==> src/rtl/uart_tx_fifo_if.sv <==
// uart_tx_fifo_if: byte-wide valid/ready write port of the buffered UART transmitter
interface uart_tx_fifo_if;
    logic [7:0] data;
    logic       data_valid;
    logic       ready;
    modport master (output data, output data_valid, input ready);
    modport slave (input data, input data_valid, output ready);
endinterface

==> src/rtl/uart_tx_fifo.sv <==
// uart_tx_fifo: FIFO-buffered 8N1/8N2 UART transmitter, LSB first, line idles high
module uart_tx_fifo #(
    parameter int CLK_FREQ   = 50_000_000,
    parameter int BAUD_RATE  = 115200,
    parameter int FIFO_DEPTH = 4,
    parameter int STOP_BITS  = 1
) (
    input  logic                        clk,
    input  logic                        rst,
    uart_tx_fifo_if.slave               bus,
    output logic                        tx,
    output logic                        busy,
    output logic [$clog2(FIFO_DEPTH):0] fifo_count
);
    localparam int BIT_CLKS = CLK_FREQ / BAUD_RATE;
    localparam int AW = $clog2(FIFO_DEPTH);
    localparam int BW = $clog2(BIT_CLKS);
    typedef enum logic [1:0] {IDLE, START, DATA, STOP} state_t;
    state_t        state, state_n;
    logic [BW-1:0] baud, baud_n;
    logic [3:0]    bit_idx, bit_n;
    logic [7:0]    mem [FIFO_DEPTH];
    logic [AW-1:0] wp, rp;
    logic [7:0]    shift_reg;
    logic          push, pop, baud_done, last_stop, tx_d;
    assign bus.ready = fifo_count != (AW+1)'(FIFO_DEPTH);
    assign push      = bus.data_valid && bus.ready;
    assign baud_done = baud == BW'(BIT_CLKS - 1);
    assign last_stop = state == STOP && baud_done && bit_idx == 4'(STOP_BITS - 1);
    assign pop       = fifo_count != '0 && (state == IDLE || last_stop);
    assign busy      = state != IDLE || fifo_count != '0;
    always_ff @(posedge clk) begin
        if (rst) begin
            wp         <= '0;
            rp         <= '0;
            fifo_count <= '0;
        end else begin
            if (push) wp <= wp + 1'b1;
            if (pop) rp <= rp + 1'b1;
            fifo_count <= fifo_count + (AW+1)'(push) - (AW+1)'(pop);
        end
    end
    always_ff @(posedge clk) begin
        if (push) mem[wp] <= bus.data;
    end
    always_ff @(posedge clk) begin
        if (rst) begin
            state     <= IDLE;
            baud      <= '0;
            bit_idx   <= '0;
            shift_reg <= '0;
            tx        <= 1'b1;
        end else begin
            state   <= state_n;
            baud    <= baud_n;
            bit_idx <= bit_n;
            tx      <= tx_d;
            if (pop) shift_reg <= mem[rp];
        end
    end
    // bit_idx counts data bits in DATA and stop bits in STOP
    always_comb begin
        state_n = state;
        bit_n   = bit_idx;
        baud_n  = (state == IDLE || baud_done) ? '0 : baud + 1'b1;
        case (state)
            IDLE:  state_n = pop ? START : IDLE;
            START: if (baud_done) begin
                state_n = DATA;
                bit_n   = '0;
            end
            DATA:  if (baud_done) begin
                state_n = bit_idx == 4'd7 ? STOP : DATA;
                bit_n   = bit_idx == 4'd7 ? '0 : bit_idx + 1'b1;
            end
            STOP:  if (baud_done) begin
                state_n = last_stop ? (pop ? START : IDLE) : STOP;
                bit_n   = last_stop ? '0 : bit_idx + 1'b1;
            end
            default: state_n = IDLE;
        endcase
    end
    always_comb tx_d = state_n == START ? 1'b0 : state_n == DATA ? shift_reg[bit_n[2:0]] : 1'b1;
endmodule

==> src/flat_wrapper.sv <==
// flat-port wrapper written by rule: the top's interface ports become plain ports
module uart_tx_fifo_flat 
#(
    parameter int CLK_FREQ   = 50_000_000,
    parameter int BAUD_RATE  = 115200,
    parameter int FIFO_DEPTH = 4,
    parameter int STOP_BITS  = 1
)
  (clk, rst, tx, busy, fifo_count, bus_data, bus_data_valid, bus_ready);
  uart_tx_fifo_if bus_i ();
  input  logic clk;
  input  logic rst;
  output logic tx;
  output logic busy;
  output logic [$clog2(FIFO_DEPTH):0] fifo_count;
  input wire logic [$bits(bus_i.data)-1:0] bus_data;
  input wire logic [$bits(bus_i.data_valid)-1:0] bus_data_valid;
  output wire logic [$bits(bus_i.ready)-1:0] bus_ready;
  assign bus_i.data = bus_data;
  assign bus_i.data_valid = bus_data_valid;
  assign bus_ready = bus_i.ready;
  uart_tx_fifo #(.CLK_FREQ(CLK_FREQ), .BAUD_RATE(BAUD_RATE), .FIFO_DEPTH(FIFO_DEPTH), .STOP_BITS(STOP_BITS)) u_core (.clk(clk), .rst(rst), .bus(bus_i), .tx(tx), .busy(busy), .fifo_count(fifo_count));
endmodule
==> config.mk <==
export PLATFORM = sky130hd
export DESIGN_NAME = uart_tx_fifo_flat
export DESIGN_NICKNAME = d
export VERILOG_FILES = /design/src/rtl/uart_tx_fifo_if.sv /design/src/rtl/uart_tx_fifo.sv /design/src/flat_wrapper.sv
export SDC_FILE = /design/constraint.sdc
export NUM_CORES = 1
export LEC_CHECK = 0
export ABC_AREA = 1
export CAP_MARGIN = 0
export CELL_PAD_IN_SITES_DETAIL_PLACEMENT = 1
export CELL_PAD_IN_SITES_GLOBAL_PLACEMENT = 1
export CORE_MARGIN = 2
export CORE_UTILIZATION = 46
export CTS_CLUSTER_SIZE = 40
export DETAILED_ROUTE_END_ITERATION = 16
export GPL_TIMING_DRIVEN = 1
export PLACE_DENSITY_LB_ADDON = 0.1
export SETUP_SLACK_MARGIN = 0.4
export SYNTH_ARGS = -nofsm -noshare
export SYNTH_HDL_FRONTEND = slang
export SYNTH_SLANG_ARGS = --single-unit
==> constraint.sdc <==
create_clock -name clk -period 3.3 [get_ports clk]
set_clock_uncertainty 0.15 [all_clocks]
set_input_delay 0.33 -clock clk [delete_from_list [all_inputs] [get_ports clk]]
set_output_delay 0.33 -clock clk [all_outputs]
set_load 0.02 [all_outputs]
# Word level (Yosys, flattened, before mapping)
# Memory sizes are Yosys's and may differ from the RTL's. A register that Yosys moved wholly into a read port is not among the register bits.
# Cells that the tools add are included.
[totals]
word_cells = 60
memories = 1
mem_bits_rw = 32
register_bits = 23
[classes]
eq_ne = 11
order_cmp = 1
mux = 19
add_sub_neg = 6
n_reduce_logical = 14
[memory_table]
columns = ["memory", "words", "word_bits", "read_ports", "rd_ports_with_merged_regs", "wr", "line_no", "rtl"]
rows = [
  ["u_core.mem", 4, 8, 1, 1, 1, "uart_tx_fifo.sv:22", "logic [7:0] mem [FIFO_DEPTH];"],
]
[ops]
columns = ["operator", "n"]
rows = [
  ["$mux W4", 5],
  ["$pmux W4 S3", 1],
  ["$add A9 B1 Y9 const B", 1],
  ["$eq A9 B9 Y1 const B", 1],
  ["$mux W2", 4],
  ["$pmux W2 S4", 1],
  ["$mux W1", 7],
  ["$eq A2 B2 Y1 const B", 3],
  ["$ne A2 B1 Y1 const B", 3],
  ["$reduce_bool A3 Y1", 2],
  ["$add A2 B1 Y2 const B", 2],
  ["$add A4 B1 Y4 const B", 1],
  ["$eq A2 B1 Y1 const B", 2],
  ["$eq A4 B3 Y1 const B", 1],
  ["$logic_and A1 B1 Y1", 4],
  ["$logic_not A4 Y1", 1],
  ["$lt A3 B4 Y1 const B", 1],
  ["$reduce_and A4 Y1", 1],
  ["$add A3 B1 Y3", 1],
  ["$bmux W1 S3", 1],
  ["$logic_or A1 B1 Y1", 3],
  ["$ne A3 B3 Y1 const B", 1],
  ["$sub A3 B1 Y3", 1],
  ["$logic_not A2 Y1", 1],
  ["2 further kinds", 2],
]

# Logic depth before layout (Yosys ltp)
# Gate-level depths: netlist of the first run.
[depth]
word_depth = 12
ltp_mapped = 18
ltp_nobuf = 18

# Worst setup path before layout of the first run
# Ideal clock, no wire load.
[synth_path]
path_kind = "register to register"
from = "reg u_core.bit_idx[0]"
to = "reg u_core.fifo_count[2]"
path_stages_with_launch = 14
arrival_time_ns = 2.127
slack_ns = 0.953
t_required_ns = 3.080
period_less_slack_ns = 2.347
path_cell_list = "dfxtp_1 inv_1 ha_1 nand3_1 inv_1 nand3_4 a21oi_4 ha_1 inv_1 ha_1 fa_1 inv_1 o21ai_0 a21oi_1"
[synth_via]
elab_chain_cells = 5
[synth_rtl]
columns = ["element", "line_no", "rtl"]
rows = [
  ["from (decl)", "uart_tx_fifo.sv:21", "logic [3:0] bit_idx, bit_n;"],
  ["from (signal assigned)", "uart_tx_fifo.sv:56", "bit_idx <= bit_n;"],
  ["$logic_not A4 Y1", "uart_tx_fifo.sv:29", "assign last_stop = state == STOP && baud_done && bit_idx == 4'(STOP_BITS - 1);"],
  ["$logic_and A1 B1 Y1", "uart_tx_fifo.sv:29", ""],
  ["$logic_or A1 B1 Y1", "uart_tx_fifo.sv:30", "assign pop = fifo_count != '0 && (state == IDLE || last_stop);"],
  ["$logic_and A1 B1 Y1", "uart_tx_fifo.sv:30", ""],
  ["net u_core.pop", "uart_tx_fifo.sv:25", "logic push, pop, baud_done, last_stop, tx_d;"],
  ["$sub A3 B1 Y3", "uart_tx_fifo.sv:40", "fifo_count <= fifo_count + (AW+1)'(push) - (AW+1)'(pop);"],
  ["to (signal assigned)", "uart_tx_fifo.sv:40", ""],
  ["to (decl)", "uart_tx_fifo.sv:13", "output logic [$clog2(FIFO_DEPTH):0] fifo_count"],
]
# The timed path passes the listed nets, and every way through them passes these cells.
# A chain may end at the register's enable or synchronous reset.

# Worst setup path in the final report of the first run
# Same ends and word-level chain as after synthesis.

==> results of run 1 <==
==> synthesized netlist by cell type, types with 2 or more instances <==
library cell	count
a31oi_1	2
nor2_1	46
nand4_1	3
ha_1	10
nor2_2	3
nand2_4	5
o22ai_1	7
xor2_1	5
nand2_1	23
o21ai_0	33
clkbuf_1	5
nand3_1	14
inv_2	4
nor3_1	3
edfxtp_1	32
inv_1	42
nand2_2	3
dfxtp_1	31
o21ai_1	2
a21oi_1	15
==> stage by stage <==
stage | utilization | hold WS, ns | instances | area [um2]
after floorplan | - | 0.2789 | 304 | 2877
after global placement | 0.5201 | 0.2960 | 391 | 3115
after detailed placement | 0.5201 | 0.2994 | 391 | 3115
after CTS | 0.5581 | 0.3100 | 407 | 3343
after global routing | 0.5581 | 0.3299 | 407 | 3343
final | 0.5581 | 0.3047 | 407 | 3343
==> cell families (layout without fill, tap and decap cells) <==
logic type	Yosys count	after routing	synth area share
AND/OR/NAND/NOR	106	106	0.1796
AO/OA/AOI/OAI	64	64	0.1270
flip-flops	63	63	0.5498
buffers and inverters	54	82	0.07481
adder cells (fa/ha/maj)	11	11	0.05046
XOR/XNOR	6	6	0.01827
==> power breakdown <==
part / switching, W / total [W] / internal, W
Sequential: 0.0000622 / 0.00102 / 0.000954
Combinational: 0.000417 / 0.000652 / 0.000236
Clock: 0.000339 / 0.000773 / 0.000434
==> cells in the final DEF (no fill, tap or decap), drive strengths merged, types with 2 or more instances in the layout <==
cell	instances
o21ai	36
inv	49
nand2	31
nor3	3
ha	10
clkdlybuf4s50	16
clkbuf	9
edfxtp	32
a21oi	16
nand3	16
o22ai	7
dfxtp	31
a31oi	2
buf	2
nor2	50
clkinv	4
nand4	3
o21bai	2
xor2	5
bufinv	2
==> metal layers <==
metal	GRT usage	vias up
li1	-	1054
met1	0.2313	1009
met2	0.3152	24
met3	0.05268	8
met4	0.06855	0
met5	0	-
==> how the worst min path moves through the flow <==
stage                                   start                   to  depth (start not counted)
after floorplan                   bus_data[0]     u_core.mem[0][0]                          0
after global placement    u_core.shift_reg[6]  u_core.shift_reg[6]                          2
after detailed placement  u_core.shift_reg[2]  u_core.shift_reg[2]                          2
after CTS                 u_core.shift_reg[2]  u_core.shift_reg[2]                          2
after global routing      u_core.shift_reg[5]  u_core.shift_reg[5]                          2
final                     u_core.shift_reg[2]  u_core.shift_reg[2]                          2
==> worst reg2reg max path: stages (launching register included) <==
cell and delay [ns]:
dfxtp_1 0.45, inv_1 0.13, ha_1 0.21, nand3_1 0.14
inv_1 0.10, nand3_4 0.11, a21oi_4 0.07, ha_1 0.30
inv_1 0.04, ha_1 0.19, fa_1 0.36, inv_1 0.08
o21ai_0 0.09, a21oi_1 0.12
==> final cells by class <==
class,instances,area (um2),share of cell area
Clock buffer,9,123.9,0.03705
Clock inverter,7,103.9,0.03106
Tap cell,75,93.84,0.02807
Timing Repair Buffer,18,175.2,0.05240
Inverter,48,185.2,0.05539
Multi-Input combinational cell,187,1080,0.3230
Sequential cell,63,1582,0.4731
==> out/qor.txt, run 1 <==
Outcome -> completed
Mapped Nets -> 326
Synth warnings -> 0
Routed WL per cell -> 14.68 um
Fmax -> 387.8 MHz
# hold bufs at CTS -> 0
Largest fanout on the critical path -> 5
Synth top area share -> 0.3341
Hold Path Class -> register to register
Post-synth top flop -> edfxtp_1
Crit path buf inv count -> 4
Critical path's slowest cell -> dfxtp_1
CTS buffer count -> 9
CTS tree -> built
Die X -> 83.08 um
Worst VDD drop -> 529.5 uV
Seq/Total Area, Yosys -> 0.5498
CTS resizes -> 0
CP endpoint -> u_core.fifo_count[2]
Pwr Density -> 730.3 nW/um2
Vias/cell -> 5.147
Final period utilization -> 0.7814
Relative slew slack -> 0.4374
Max layer used -> met4
Slew Limit Fails -> 0
Measured slew at the worst slew-check pin -> 0.8408 ns
CP delay by family, top -> adder cells
Worst Reg2Reg Path Length in Cells -> 13
Final setup violation count -> 0
Core area -> 5991 um2
ANT nets after route -> 0
Starting Density -> 0.4802
Fin. Hold Viols -> 0
Longest Clk Path Bufs -> 2
Antenna violations before repair -> 0
RSZ-0062 raised after global routing -> false
Worst R2R Start -> u_core.bit_idx[0]
Later-pin clock latency in the skew report -> 0.35 ns
Cell Area, Synth -> 2877 um2
I/O Buffers -> 16
Met3 routed WL -> 157 um
GP Congestion -> 0.7835
Cell mode on critical path -> inv_1
Startpoint types -> register
Die area -> 6901 um2
Top cell type by total area after synthesis -> edfxtp_1
Grt total ovfl -> 0
Final worst slack -> 0.7212 ns
Worst path cell trace -> inv_1 -> ha_1 -> nand3_1 -> inv_1 -> nand3_4 -> a21oi_4 -> ha_1 -> inv_1 -> ha_1 -> fa_1 -> inv_1 -> o21ai_0 -> a21oi_1
DR pass1 iterations -> 4
Vias in the first global route -> 2187
Synth area leaders -> edfxtp_1, dfxtp_1, nor2_1
Worst Path Required -> 3.43 ns
Clk sinks -> 63
Dpl ws -> 0.7134 ns
Post-synth EDFFs -> 32
# rows -> 28
Htree depth -> 3
ANT cells -> 0
Post-CTS setup buffer count -> 0
Share of cells above drive strength 1 -> 0.1205
Crit. Startpoint -> u_core.bit_idx[0]
Aggregate global-route resource usage -> 0.1879
Routed wire length -> 5.973 mm
Mapped Cells -> 304
Largest register FFs -> 32
CP max stage delay -> 0.45 ns
Crit path kind -> register to register
HPWL after DPL -> 4.261 mm
Share of flip-flops with an asynchronous set or reset -> 0
Final critical-path required period -> 2.579 ns
Clock-pin slew on the worst setup and hold paths -> 0.08 ns
Largest net degree at the start of global routing -> 19
First-pass GRT wire length -> 10.30 mm
Leak -> 1.317 nW
Reg2Reg Setup Slack -> 0.72 ns
Final net count -> 349
Crit path depth -> 13
Synth cell types -> 36
Overall die height -> 83.08 um
Clk root buf -> clkbuf_8
Setup crit end kind -> register
Final Power -> 0.002441 W
Residual DRC -> 0
Final TNS setup -> 0 ns
R2r endpoint -> u_core.fifo_count[2]
Crit path arrival time -> 2.71 ns
Max cap viols -> 0
M1 wire length -> 2.863 mm
Fillers -> 698
Mean area per synthesized cell -> 9.462 um2
Synth Register Bits -> 63
Met2 routed WL -> 2.866 mm
Via count -> 2095
1st-iter DRT viols -> 56
Ports -> 17
Area grow syn2layout -> 16.22%
No activity file was read; power rests on OpenSTA's default activity.
==> run 2, diff against run 1 <==
clock period = 2.6 ns   (was 3.3 ns; I/O delays follow)
==> run 2 against run 1 <==
Power increased by 30%. Sequential power increased by 27%. Highest routed layer unchanged. Largest power group unchanged. Setup slack got worse by 0.37 ns.
==> out/qor.txt, run 2 (same netlist as run 1, synthesis figures left out) <==
Outcome -> completed
Final setup violation count -> 0 (unchanged)
Ports -> 17 (unchanged)
Worst path cell trace -> inv_2 -> ha_4 -> nand2_2 -> nor2_4 -> nand2_4 -> clkinv_4 -> nand3_4 -> a21oi_4 -> ha_4 -> inv_2 -> ha_4 -> fa_2 -> inv_2 -> nor2_1
Relative slew slack -> 0.6538 (+0.2164)
Later-pin clock latency in the skew report -> 0.34 ns (about the same)
Vias/cell -> 5.331 (+3.6%)
Antenna violations before repair -> 0 (unchanged)
DP Area -> 3174 um2 (+1.9%)
Final period utilization -> 0.8645 (+0.08310)
Final critical-path required period -> 2.248 ns (-0.3309 ns)
Fin area -> 3611 um2 (+8.0%)
1st-iter DRT viols -> 83 (+48%)
Htree depth -> 3 (unchanged)
Via count -> 2287 (+9.2%)
Residual DRC -> 0 (unchanged)
Most frequent cells in the layout -> nor2_1, inv_1, o21ai_0, edfxtp_1, dfxtp_1
Cells after DPL -> 396 (+1.3%)
RSZ-0062 raised after global routing -> true
Reg2Reg Setup Slack -> 0.35 ns (-0.37 ns)
Starting Density -> 0.4802 (unchanged)
Hold path depth -> 2 (unchanged)
Largest net degree at the start of global routing -> 18 (-1)
Final TNS setup -> 0 ns (unchanged)
Register area -> 1595 um2 (+0.87%)
Worst VDD drop -> 502.0 uV (-5.2%)
Fmax -> 444.9 MHz (+15%)
Slew Limit Fails -> 0 (unchanged)
Setup crit end kind -> register
Layout Cells excl Fill -> 429 (+5.4%)
# rows -> 28 (unchanged)
Leak -> 1.440 nW (+9.3%)
Largest fanout on the critical path -> 2 (-3)
Area of the multi-input gates -> 1194 um2 (+11%)
Measured slew at the worst slew-check pin -> 0.5187 ns (-0.3221 ns)
First-pass GRT wire length -> 10.68 mm (+3.7%)
Die X -> 83.08 um (unchanged)
Overall die height -> 83.08 um (unchanged)
Startpoint types -> register
Final net count -> 371 (+6.3%)
Longest Clk Path Bufs -> 2 (unchanged)
I/O Buffers -> 16 (unchanged)
Clock-pin slew on the worst setup and hold paths -> 0.07 ns (about the same)
Clk root buf -> clkbuf_8
GP Congestion -> 0.8060 (+2.9%)
CTS buffer count -> 9 (unchanged)
# hold bufs at CTS -> 0 (unchanged)
Pwr Density -> 879.3 nW/um2 (+20%)
Share of cells above drive strength 1 -> 0.2627 (+0.1422)
Hold Path Class -> register to register
Fillers -> 669 (-4.2%)
Clk sinks -> 63 (unchanged)
Die area -> 6901 um2 (unchanged)
Routed WL per cell -> 17.03 um (+16%)
HPWL after DPL -> 4.486 mm (+5.3%)
Commonest non-fill, non-tap cell in the layout -> nor2_1
Vias in the first global route -> 2315 (+5.9%)
Grt total ovfl -> 0 (unchanged)
ANT nets after route -> 0 (unchanged)
ANT cells -> 0 (unchanged)
CTS tree -> built
Crit path arrival time -> 2.33 ns (-0.38 ns)
Worst Path Required -> 2.68 ns (-0.75 ns)
CP max stage delay -> 0.44 ns (about the same)
Critical path's slowest cell -> fa_2
Fin. Hold Viols -> 0 (unchanged)
Max cap viols -> 0 (unchanged)
DR pass1 iterations -> 4 (unchanged)
Core area -> 5991 um2 (unchanged)
Routed wire length -> 7.304 mm (+22%)
Aggregate global-route resource usage -> 0.1963 (+0.008341)
Worst Reg2Reg Path Length in Cells -> 14 (+1)
Area grow syn2layout -> 25.53%
Crit path kind -> register to register
Largest register FFs -> 32 (unchanged)
-- run 2: changes by cell type in the layout (fill, tap and decap cells not counted), moves of 5 or more --
cell	delta
buf_4	+21
dfxtp_1	-7
dfxtp_2	+5
inv_1	-7
inv_2	+7
nand2_1	-5
nand2_2	+5
nand3_1	-6
nand3_2	+5
-- run 2: routing by layer --
metal,share of wire,wire length [um],GRT usage,up-vias
met1,0.42,3052,0.2354,1137
met5,0,0,0,-
met2,0.52,3827,0.3424,41
met3,0.038,278,0.05765,13
li1,-,-,-,1096
met4,0.020,145,0.05514,0
-- run 2: area by class of cell --
class                   instances  area share
multi-input cells             187      0.3306
clock buffers                   9     0.03430
repair buffers                 40     0.09598
inverters                      48     0.05128
flip-flops and latches         63      0.4418
clock inverters                 7     0.02010
well taps                      75     0.02599
-- run 2: worst max-delay path: cells and delay by family (launching register included) --
family | cells | cell delay [ns]
AO/OA/AOI/OAI | 1 | 0.19
adder cells (fa/ha/maj) | 4 | 0.91
buffers and inverters | 4 | 0.23
flip-flops | 1 | 0.33
AND/OR/NAND/NOR | 5 | 0.35
-- run 2: where the power goes --
| group | switching (W) | internal, W | total (W) |
|---|---|---|---|
| Sequential | 0.0000911 | 0.00121 | 0.00130 |
| Clock | 0.000389 | 0.000441 | 0.000830 |
| Combinational | 0.000646 | 0.000397 | 0.00104 |
-- run 2: timing repair --
item / in CTS / in global routing
hold endpoints to repair: 0 / 0
setup buffers: 8 / 9
pin swaps: 3 / 17
resized for setup: 8 / 27
endpoints found under the setup margin: 2 / 4
-- run 2: final timing paths --
path | from | end
hold / removal | u_core.shift_reg[5] | u_core.shift_reg[5]
hold reg to reg | u_core.shift_reg[5] | u_core.shift_reg[5]
setup reg to reg | u_core.baud[1] | u_core.fifo_count[1]
setup / recovery | u_core.baud[1] | u_core.fifo_count[1]
-- run 2: through the flow --
stage          hold slack, ns  utilization  worst slack (ns)  total power, W
5_1_grt                0.3426       0.6028            0.2716        0.003365
6_report               0.3244       0.6028            0.3522        0.003175
4_1_cts                0.3128       0.5754            0.3029        0.003058
2_1_floorplan          0.2089            -            0.3257        0.001892
3_3_place_gp           0.2965       0.5299            0.2532        0.002163
3_5_place_dp           0.3031       0.5299            0.1473        0.002207
==> run 3, diff against run 2 <==
PLACE_DENSITY = 0.78   (was not set)
PLACE_DENSITY_LB_ADDON = not set   (was 0.1)
==> run 3 against run 2 <==
Utilization decreased by 2.0 points. Setup slack lost 0.0016 ns. Routed wire length down 15%. Global-route usage hardly changed. Via count fell by 5.1%. Critical path depth unchanged. Worst hold slack got worse by 0.014 ns. Power shrank 2.5%. First-iteration DRC count is 17% lower. Non-clock buffer count decreased by 9. Sequential power barely moved. Critical endpoint unchanged. Largest power group unchanged.
==> out/qor.txt, run 3 (same netlist as run 1, synthesis figures left out) <==
Hold Path Class -> register to register
DR pass1 iterations -> 4 (unchanged)
Area grow syn2layout -> 21.36%
Die area -> 6901 um2 (unchanged)
Clk root buf -> clkbuf_8
HPWL after DPL -> 4.441 mm (-0.99%)
Antenna violations before repair -> 0 (unchanged)
Share of cells above drive strength 1 -> 0.2145 (-0.04822)
First-pass GRT wire length -> 10.79 mm (+1.0%)
Final critical-path required period -> 2.249 ns (+0.001593 ns)
Final setup violation count -> 0 (unchanged)
Grt total ovfl -> 0 (unchanged)
Final period utilization -> 0.8652 (about the same)
Most frequent cells in the layout -> nor2_1, inv_1, o21ai_0, edfxtp_1, dfxtp_1
Crit path buf inv count -> 4 (unchanged)
Vias/cell -> 5.169 (-3.0%)
Vias in the first global route -> 2299 (-0.69%)
Clock-pin slew on the worst setup and hold paths -> 0.08 ns (about the same)
CTS buffer count -> 9 (unchanged)
Worst VDD drop -> 466.1 uV (-7.1%)
Largest net degree at the start of global routing -> 19 (+1)
Relative slew slack -> 0.6608 (+0.006979)
I/O Buffers -> 16 (unchanged)
Fmax -> 444.6 MHz (about the same)
# rows -> 28 (unchanged)
Setup crit end kind -> register
Crit path arrival time -> 2.30 ns (-0.03 ns)
Startpoint types -> register
Fin. Hold Viols -> 0 (unchanged)
Longest Clk Path Bufs -> 2 (unchanged)
1st-iter DRT viols -> 69 (-17%)
Final TNS setup -> 0 ns (unchanged)
Die X -> 83.08 um (unchanged)
Min Hold Slack -> 0.3107 ns (-0.01364 ns)
Later-pin clock latency in the skew report -> 0.34 ns (about the same)
Crit path kind -> register to register
ANT nets after route -> 0 (unchanged)
Final net count -> 362 (-2.4%)
Slew Limit Fails -> 0 (unchanged)
ANT cells -> 0 (unchanged)
Worst Path Required -> 2.66 ns (-0.02 ns)
Via count -> 2171 (-5.1%)
Overall die height -> 83.08 um (unchanged)
Outcome -> completed
CP max stage delay -> 0.44 ns (about the same)
Worst path cell trace -> inv_2 -> ha_4 -> nand2_2 -> nor2_4 -> nand2_4 -> clkinv_4 -> nand3_4 -> a21oi_4 -> ha_4 -> inv_2 -> ha_4 -> fa_2 -> inv_2 -> nor2_1
RSZ-0062 raised after global routing -> true
Starting Density -> 0.4802 (unchanged)
GP Congestion -> 0.8214 (+1.9%)
Largest fanout on the critical path -> 3 (+1)
CP delay by family, top -> adder cells
Largest register FFs -> 32 (unchanged)
Htree depth -> 3 (unchanged)
Residual DRC -> 0 (unchanged)
Clk sinks -> 63 (unchanged)
Leak -> 1.384 nW (-3.9%)
Measured slew at the worst slew-check pin -> 0.5083 ns (-0.01046 ns)
Core area -> 5991 um2 (unchanged)
Pwr Density -> 887.3 nW/um2 (+0.90%)
Commonest non-fill, non-tap cell in the layout -> nor2_1
Ports -> 17 (unchanged)
Aggregate global-route resource usage -> 0.1962 (about the same)
Final Util -> 0.5827 (-0.02005)
CTS tree -> built
Routed WL per cell -> 14.75 um (-13%)
Critical path's slowest cell -> fa_2
Max cap viols -> 0 (unchanged)
Routed wire length -> 6.194 mm (-15%)
## run 3: changes by cell type in the layout (fill, tap and decap cells not counted), sizes merged
cell / previous run / this run
inv: 47 / 46
dlymetal6s2s: 1 / 0
clkdlybuf4s50: 15 / 16
clkinvlp: 4 / 1
clkinv: 3 / 7
buf: 24 / 15
## run 3: worst register-to-register path: cells and delay by family (launching register included)
family          cells  cell delay (ns)
fa+ha+maj           4             0.91
simple gates        5             0.34
flops               1             0.33
buf+inv             4             0.23
compound gates      1             0.17
## run 3: report_power, final
group          switching [W]  internal (W)
Sequential         0.0000756       0.00121
Clock               0.000395      0.000443
Combinational       0.000584      0.000388
## run 3: final timing paths
| kind | startpoint | to | slack [ns] | cells after the start |
|---|---|---|---|---|
| setup / recovery | u_core.baud[1] | u_core.fifo_count[1] | 0.35 | 14 |
| hold / removal | u_core.baud[0] | u_core.baud[0] | 0.31 | 1 |
| setup reg to reg | u_core.baud[1] | u_core.fifo_count[1] | 0.35 | 14 |
| hold reg to reg | u_core.baud[0] | u_core.baud[0] | 0.31 | 1 |
## run 3: layer usage
metal	track usage	vias to the layer above	part of all wire	routed length [um]
met3	0.04175	7	0.033	202
li1	-	1080	-	-
met2	0.3431	38	0.51	3179
met1	0.2436	1046	0.44	2749
met4	0.05812	0	0.0098	61
met5	0	-	0	0
## run 3: per-stage QoR
step | cell area, um2 | worst slack, ns | std cells | total power (W)
floorplan | 2898 | 0.3257 | 304 | 0.001892
global placement | 3174 | 0.2509 | 396 | 0.002143
detailed placement | 3174 | 0.1469 | 396 | 0.002192
CTS | 3430 | 0.2490 | 419 | 0.003062
global route | 3491 | 0.2702 | 420 | 0.003312
finish | 3491 | 0.3506 | 420 | 0.003097
## run 3: layout make-up
class / instances / area [um2]
Clock buffer: 9 / 123.9
Clock inverter: 7 / 73.82
Fill cell: 696 / 2500
Inverter: 48 / 185.2
Multi-Input combinational cell: 187 / 1150
Sequential cell: 63 / 1592
Tap cell: 75 / 93.84
Timing Repair Buffer: 31 / 272.8
## run 3: repair_timing
item / in CTS / in global routing
setup endpoints to repair: 2 / 4
buffers inserted: 7 / 1
pin swaps: 2 / 10
resized for setup: 2 / 18
hold buffers: 0 / 0
